==> config.mk <==
export PLATFORM = sky130hd
export DESIGN_NAME = link_tx
export DESIGN_NICKNAME = d
export VERILOG_FILES = /design/src/rtl/noc_link_pkg.sv /design/src/rtl/credit_return_gen.sv /design/src/rtl/link_tx.sv
export SDC_FILE = /design/constraint.sdc
export NUM_CORES = 1
export LEC_CHECK = 0
export ABC_AREA = 1
export CORE_MARGIN = 3
export CORE_UTILIZATION = 37
export DETAILED_ROUTE_END_ITERATION = 10
export GPL_TIMING_DRIVEN = 1
export MAX_ROUTING_LAYER = met4
export PLACE_DENSITY = 0.9
export SYNTH_ARGS = -nofsm -noshare
export SYNTH_HDL_FRONTEND = slang
export SYNTH_SLANG_ARGS = --single-unit
==> constraint.sdc <==
create_clock -name clk -period 5.5 [get_ports clk]
set_clock_uncertainty 0.2 [all_clocks]
set_input_delay 0.825 -clock clk [delete_from_list [all_inputs] [get_ports clk]]
set_output_delay 0.825 -clock clk [all_outputs]
set_load 0.01 [all_outputs]
==> src/rtl/noc_link_pkg.sv <==
// noc_link_pkg: link-level constants, flit layout and credit-flit builder shared
// by the link transmitter and the router RX side (which decodes credit flits).
// No ports; import with noc_link_pkg::*.
package noc_link_pkg;

   localparam int unsigned FLIT_SIZE     = 82;
   localparam int unsigned VALID_BIT     = FLIT_SIZE - 1;
   localparam int unsigned CREDIT_BIT    = FLIT_SIZE - 2;
   localparam int unsigned CREDIT_W      = 8;
   localparam int unsigned CREDIT_INIT   = 5;
   localparam int unsigned CREDIT_PERIOD = 100;
   localparam int unsigned CREDIT_THRESH = 4;
   localparam int unsigned MAX_INJ_BURST = 4;
   localparam int unsigned TIMER_W       = $clog2(CREDIT_PERIOD);
   localparam int unsigned BURST_W       = $clog2(MAX_INJ_BURST + 1);
   localparam int unsigned PAYLOAD_W     = FLIT_SIZE - 2;

   // Field order matches VALID_BIT / CREDIT_BIT positions.
   typedef struct packed {
      logic                 valid;
      logic                 credit;
      logic [PAYLOAD_W-1:0] payload;
   } flit_t;

   // Credit flit: valid=1, credit flag=1, count in the low CREDIT_W bits, rest 0.
   function automatic flit_t build_credit_flit(input logic [CREDIT_W-1:0] count);
      flit_t f;
      f         = '0;
      f.valid   = 1'b1;
      f.credit  = 1'b1;
      f.payload = PAYLOAD_W'(count);
      return f;
   endfunction

endpackage

==> src/rtl/credit_return_gen.sv <==
// credit_return_gen: counts slots freed in this router's input queue and decides
// when a credit flit returning them to the upstream neighbour is due.
// Ports: clk, rst (async, active-high), consume (one slot freed),
//        due_c (credit flit must be sent this cycle), credit_flit_c (flit to send).
// A due credit flit is always emitted by the parent, so due_c doubles as emit.
module credit_return_gen
   import noc_link_pkg::*;
(
   input  logic  clk,
   input  logic  rst,
   input  logic  consume,
   output logic  due_c,
   output flit_t credit_flit_c
);

   localparam logic [CREDIT_W-1:0] PEND_MAX = '1;

   logic [CREDIT_W-1:0] pend;
   logic [TIMER_W-1:0]  timer;

   assign due_c = (pend >= CREDIT_W'(CREDIT_THRESH)) ||
                  ((timer == TIMER_W'(CREDIT_PERIOD - 1)) && (pend != '0));
   assign credit_flit_c = build_credit_flit(pend);

   // Pending-credit counter and period timer.
   always_ff @(posedge clk or posedge rst) begin
      if (rst) begin
         pend  <= '0;
         timer <= '0;
      end else if (due_c) begin
         // A slot freed in the emit cycle is not in this flit; carry it over.
         pend  <= CREDIT_W'(consume);
         timer <= '0;
      end else begin
         if (consume && (pend != PEND_MAX))
            pend <= pend + CREDIT_W'(1);
         timer <= (pend != '0) ? timer + TIMER_W'(1) : '0;
      end
   end

endmodule

==> src/rtl/link_tx.sv <==
// link_tx: credit-based link transmitter for one router output port.
// Merges switch and inject flits toward the MGT lane under downstream credit
// control, and (when CREDIT_RETURN_EN is defined) interleaves credit flits that
// return freed input-queue slots to the upstream neighbour.
// Ports: clk, rst (async, active-high); sw_flit/sw_valid/sw_ready and
//        inj_flit/inj_valid/inj_ready (accept on valid && ready, ready is
//        combinational); credit_in/credit_in_valid (credits from downstream);
//        rx_consume (local slot freed); out_flit/out_valid (registered, to MGT);
//        credits (downstream credit count); credit_overflow (sticky).
// Macro CREDIT_RETURN_EN: enables the credit-flit generator; otherwise
//        rx_consume is ignored and no credit flits are sent.
module link_tx
   import noc_link_pkg::*;
(
   input  logic                 clk,
   input  logic                 rst,
   input  logic [FLIT_SIZE-1:0] sw_flit,
   input  logic                 sw_valid,
   output logic                 sw_ready,
   input  logic [FLIT_SIZE-1:0] inj_flit,
   input  logic                 inj_valid,
   output logic                 inj_ready,
   input  logic [CREDIT_W-1:0]  credit_in,
   input  logic                 credit_in_valid,
   input  logic                 rx_consume,
   output logic [FLIT_SIZE-1:0] out_flit,
   output logic                 out_valid,
   output logic [CREDIT_W-1:0]  credits,
   output logic                 credit_overflow
);

   localparam int unsigned SUM_W = CREDIT_W + 1;

   logic                due_c;
   flit_t               credit_flit_c;
   logic [BURST_W-1:0]  burst;
   logic                data_ok_c;
   logic                sw_turn_c;
   logic                inj_grant_c;
   logic                sw_grant_c;
   flit_t               data_flit_c;
   logic [SUM_W-1:0]    credit_sum_c;
   logic                overflow_c;
   logic [CREDIT_W-1:0] credit_next_c;

`ifdef CREDIT_RETURN_EN
   credit_return_gen u_credit_return_gen (
      .clk           (clk),
      .rst           (rst),
      .consume       (rx_consume),
      .due_c         (due_c),
      .credit_flit_c (credit_flit_c)
   );
`else
   logic unused_rx_consume;
   assign unused_rx_consume = rx_consume;
   assign due_c             = 1'b0;
   assign credit_flit_c     = '0;
`endif

   // Arbitration, outgoing data flit and next credit count.
   always_comb begin
      data_ok_c   = !rst && (credits != '0) && !due_c;
      // Switch gets one slot once the inject burst limit is reached.
      sw_turn_c   = sw_valid && (burst == BURST_W'(MAX_INJ_BURST));
      inj_grant_c = data_ok_c && inj_valid && !sw_turn_c;
      sw_grant_c  = data_ok_c && sw_valid && !inj_grant_c;

      data_flit_c        = flit_t'(inj_grant_c ? inj_flit : sw_flit);
      data_flit_c.valid  = 1'b1;
      data_flit_c.credit = 1'b0;

      credit_sum_c  = SUM_W'(credits) - SUM_W'(inj_grant_c || sw_grant_c)
                    + (credit_in_valid ? SUM_W'(credit_in) : SUM_W'(0));
      overflow_c    = credit_sum_c > SUM_W'(CREDIT_INIT);
      credit_next_c = overflow_c ? CREDIT_W'(CREDIT_INIT) : credit_sum_c[CREDIT_W-1:0];
   end

   assign sw_ready  = sw_grant_c;
   assign inj_ready = inj_grant_c;

   // Output register, credit tracking and inject-burst counter.
   always_ff @(posedge clk or posedge rst) begin
      if (rst) begin
         out_flit        <= '0;
         out_valid       <= 1'b0;
         credits         <= CREDIT_W'(CREDIT_INIT);
         credit_overflow <= 1'b0;
         burst           <= '0;
      end else begin
         credits <= credit_next_c;
         if (overflow_c)
            credit_overflow <= 1'b1;

         if (sw_grant_c || !inj_valid)
            burst <= '0;
         else if (inj_grant_c && (burst != BURST_W'(MAX_INJ_BURST)))
            burst <= burst + BURST_W'(1);

         if (due_c) begin
            out_flit  <= credit_flit_c;
            out_valid <= 1'b1;
         end else if (inj_grant_c || sw_grant_c) begin
            out_flit  <= data_flit_c;
            out_valid <= 1'b1;
         end else begin
            out_flit  <= '0;
            out_valid <= 1'b0;
         end
      end
   end

endmodule

==> results.toml <==
[synthesis]
synth_edf_count = 0
async_reset_ff_share_pct = 100
synth_seq_area_share_pct = 53.6
synth_cell_types = 26
ys_top_cells_by_area = "dfrtp_1, nand2_1, ha_1"
syn_avg_cell_area_um2 = 8.44
ys.flop_type = "dfrtp_1"
synth_warnings = 0
synth_top_cell_by_area = "dfrtp_1"
syn_inst = 515
synth-seq-cells = 93
syn_area_um2 = 4350
yosysTopAreaCellShare_pct = 52.4

[worst_setup_path]
ff2ff_setup_slack_ps = 2420
timing.rr.end = "credits[1]$_DFF_PP0_"
criticalPathCategory = "input pin to output pin"
required_ps = 4470
r2r_start = "credits[5]$_DFF_PP0_"
arrival_ps = 2710
cpPeakStageDelay_ps = 540
cp-end-kind = "output pin"
reg2regPathDepth = 18
critPathLaunchType = "input pin"
crit_chain = "clkdlybuf4s50_1 > inv_4 > nand3_2 > nor2_2 > nor2_2 > inv_4 > clkdlybuf4s50_1"
crit_fanout = 40
crit_slowest_cell = "clkdlybuf4s50_1"

[placed_design]
gp_congestion = 0.858
portBuffers = 265
place_hpwl_um = 10200

[die]
dieArea_um2 = 13100
core_um2 = 11200
num_rows = 38
die-width_um = 114
ios = 272
initial_utilization_pct = 38.9
die_height_um = 114

[drt]
drcViolationCount = 0
dr_total_vias = 4153
viasPerCell = 4.49
wl_um = 13100
drt-wirelength-per-cell_um = 14.2
drtAntennaViolNets = 0
first_pass_iters = 4
drtIter0Drc = 200

[clock_tree]
h-tree-depth = 3
ctsResizeCount = 0
worstSkewPairLatency_ps = 330
cts_max_path_buffers = 2
cts_setup_buffers = 0
cts_hold_buf = 0
clk_pin_slew_worst_paths_ps = 60
cts-buffers-inserted = 9
cts_tree = "yes"
cts.sinks = 93
cts-root-buf = "clkbuf_16"

[power_and_ir_drop]
internal_power_uw = 1430
power_density_nw_per_um2 = 256
combPwrFrac_pct = 22.6
seq_power_share_pct = 39.5
p_leak_uw = 0.00370
peakVddDrop_mv = 0.141
switching_share_pct = 24.3
total_power_uw = 1880
clkPwrFrac_pct = 37.9
switching_power_uw = 458

[job]
maxCapViolCount = 0

[min_path]
worstHoldStart = "credit_overflow$_DFFE_PP0N_"
hold_end = "credit_overflow$_DFFE_PP0N_"
hp-class = "flop to flop"
whs_path_depth = 2

[global_route]
use_met2_pct = 33.9
grtUsageMet3_pct = 6.24
grt_overflow_total = 0
antenna_found_initial = 0
grt_first_pass_wirelength_um = 19900
grt_usage_pct = 20.2
grt_max_degree = 81
grt_pass1_vias = 4207
grt_busiest_layer = "met2"
gr-usage-met1_pct = 22.1

[sta]
slew_headroom_pct = 37.6
hold_violations = 0
fmaxAchievable_mhz = 268
finalSetupTns_ps = 0
finalCritPeriodShare_pct = 67.9
grt_setup_unrepaired = "no"
drv_slew = 0
worstMarginPinSlew_ps = 936
setup-violations-final = 0
min_period_ps = 3730

[status]
status = "completed"

[layout]
n_antenna_cell = 0
area_growth_pct = 69.5
fin_nets = 976
fin_util_pct = 66.0
drive_gt1_share_pct = 6.24
## registers in the layout, indices dropped and copies added, names as in the netlist
register,flops
burst,3
credit_overflow,1
credits,8
out_flit,81
## layer usage
| layer | vias to the layer above | share of wire [%] |
|---|---|---|
| met5 | - | 0 |
| met4 | 0 | 3.3 |
| met3 | 35 | 8.2 |
| met2 | 196 | 51 |
| met1 | 1851 | 37 |
| li1 | 2071 | - |
## cell usage after synthesis (3+ instances only)
master   number
buf_6        16
dfrtp_1      91
ha_1         17
inv_1        44
nand2_1     271
nand2_2      20
nand3_1      11
nand4_1       9
nor2_1       13
nor2_2        3
## power by group through the flow
stage	logic, µW	clock network [µW]	registers [µW]
6_report	426	714	745
5_1_grt	468	761	749
4_1_cts	430	732	745
3_5_place_dp	427	0	758
3_3_place_gp	420	0	756
2_1_floorplan	155	0	781
## critical path: cells and delay by family
| kind | cells | cell delay [ps] |
|---|---|---|
| buf+inv | 4 | 1420 |
| simple gates | 3 | 460 |
## placed cells by master, fill, tap and decap left out, types with 2 or more instances in the layout
cell type / count
bufinv_16: 3
inv_1: 43
clkdlybuf4s50_1: 265
nand4_1: 9
nand3_1: 11
inv_4: 2
dfstp_2: 2
nand2_2: 20
dfrtp_1: 91
conb_1: 6
xor2_1: 2
buf_4: 3
a21oi_1: 2
clkbuf_16: 9
nor2_1: 13
ha_1: 17
nor2_2: 3
nand2_1: 271
## metrics by stage
step / setup WS [ps] / hold WS, ps / cell area, µm² / instances
6_report: 1770 / 316 / 7370 / 925
5_1_grt: 1570 / 351 / 7370 / 925
4_1_cts: 1710 / 323 / 7370 / 925
3_5_place_dp: 1480 / 307 / 7020 / 909
3_3_place_gp: 1600 / 283 / 7020 / 909
2_1_floorplan: 505 / 309 / 4370 / 520
## final cells by class
| class | count | area, µm² |
|---|---|---|
| Multi-Input combinational cell | 362 | 1660 |
| Clock inverter | 5 | 106 |
| Tap cell | 140 | 175 |
| Inverter | 46 | 178 |
| Clock buffer | 11 | 243 |
| Timing Repair Buffer | 268 | 2680 |
| Fill cell | 880 | 3800 |
| Sequential cell | 93 | 2330 |
## worst max-delay path by stage
stage	start	endpoint
after detailed placement	rst	credits[1]$_DFF_PP0_
final	rst	inj_ready
after global routing	rst	credits[1]$_DFF_PP0_
after floorplan	rst	credits[1]$_DFF_PP0_
after CTS	rst	inj_ready
after global placement	rst	credits[1]$_DFF_PP0_
## cells by family (layout without fill, tap and decap cells)
group	count (synthesis)	in the layout	share of synthesized area, %
and+or+nand+nor	331	331	31.3
DFF	93	93	53.6
buffers and inverters	65	330	8.60
adders and majority gates	18	18	5.35
AOI/OAI and AO/OA	5	5	0.719
xor gates and xnor gates	2	2	0.403
other	1	6	0.0862
Note: power is estimated with default switching activity, not from simulation.
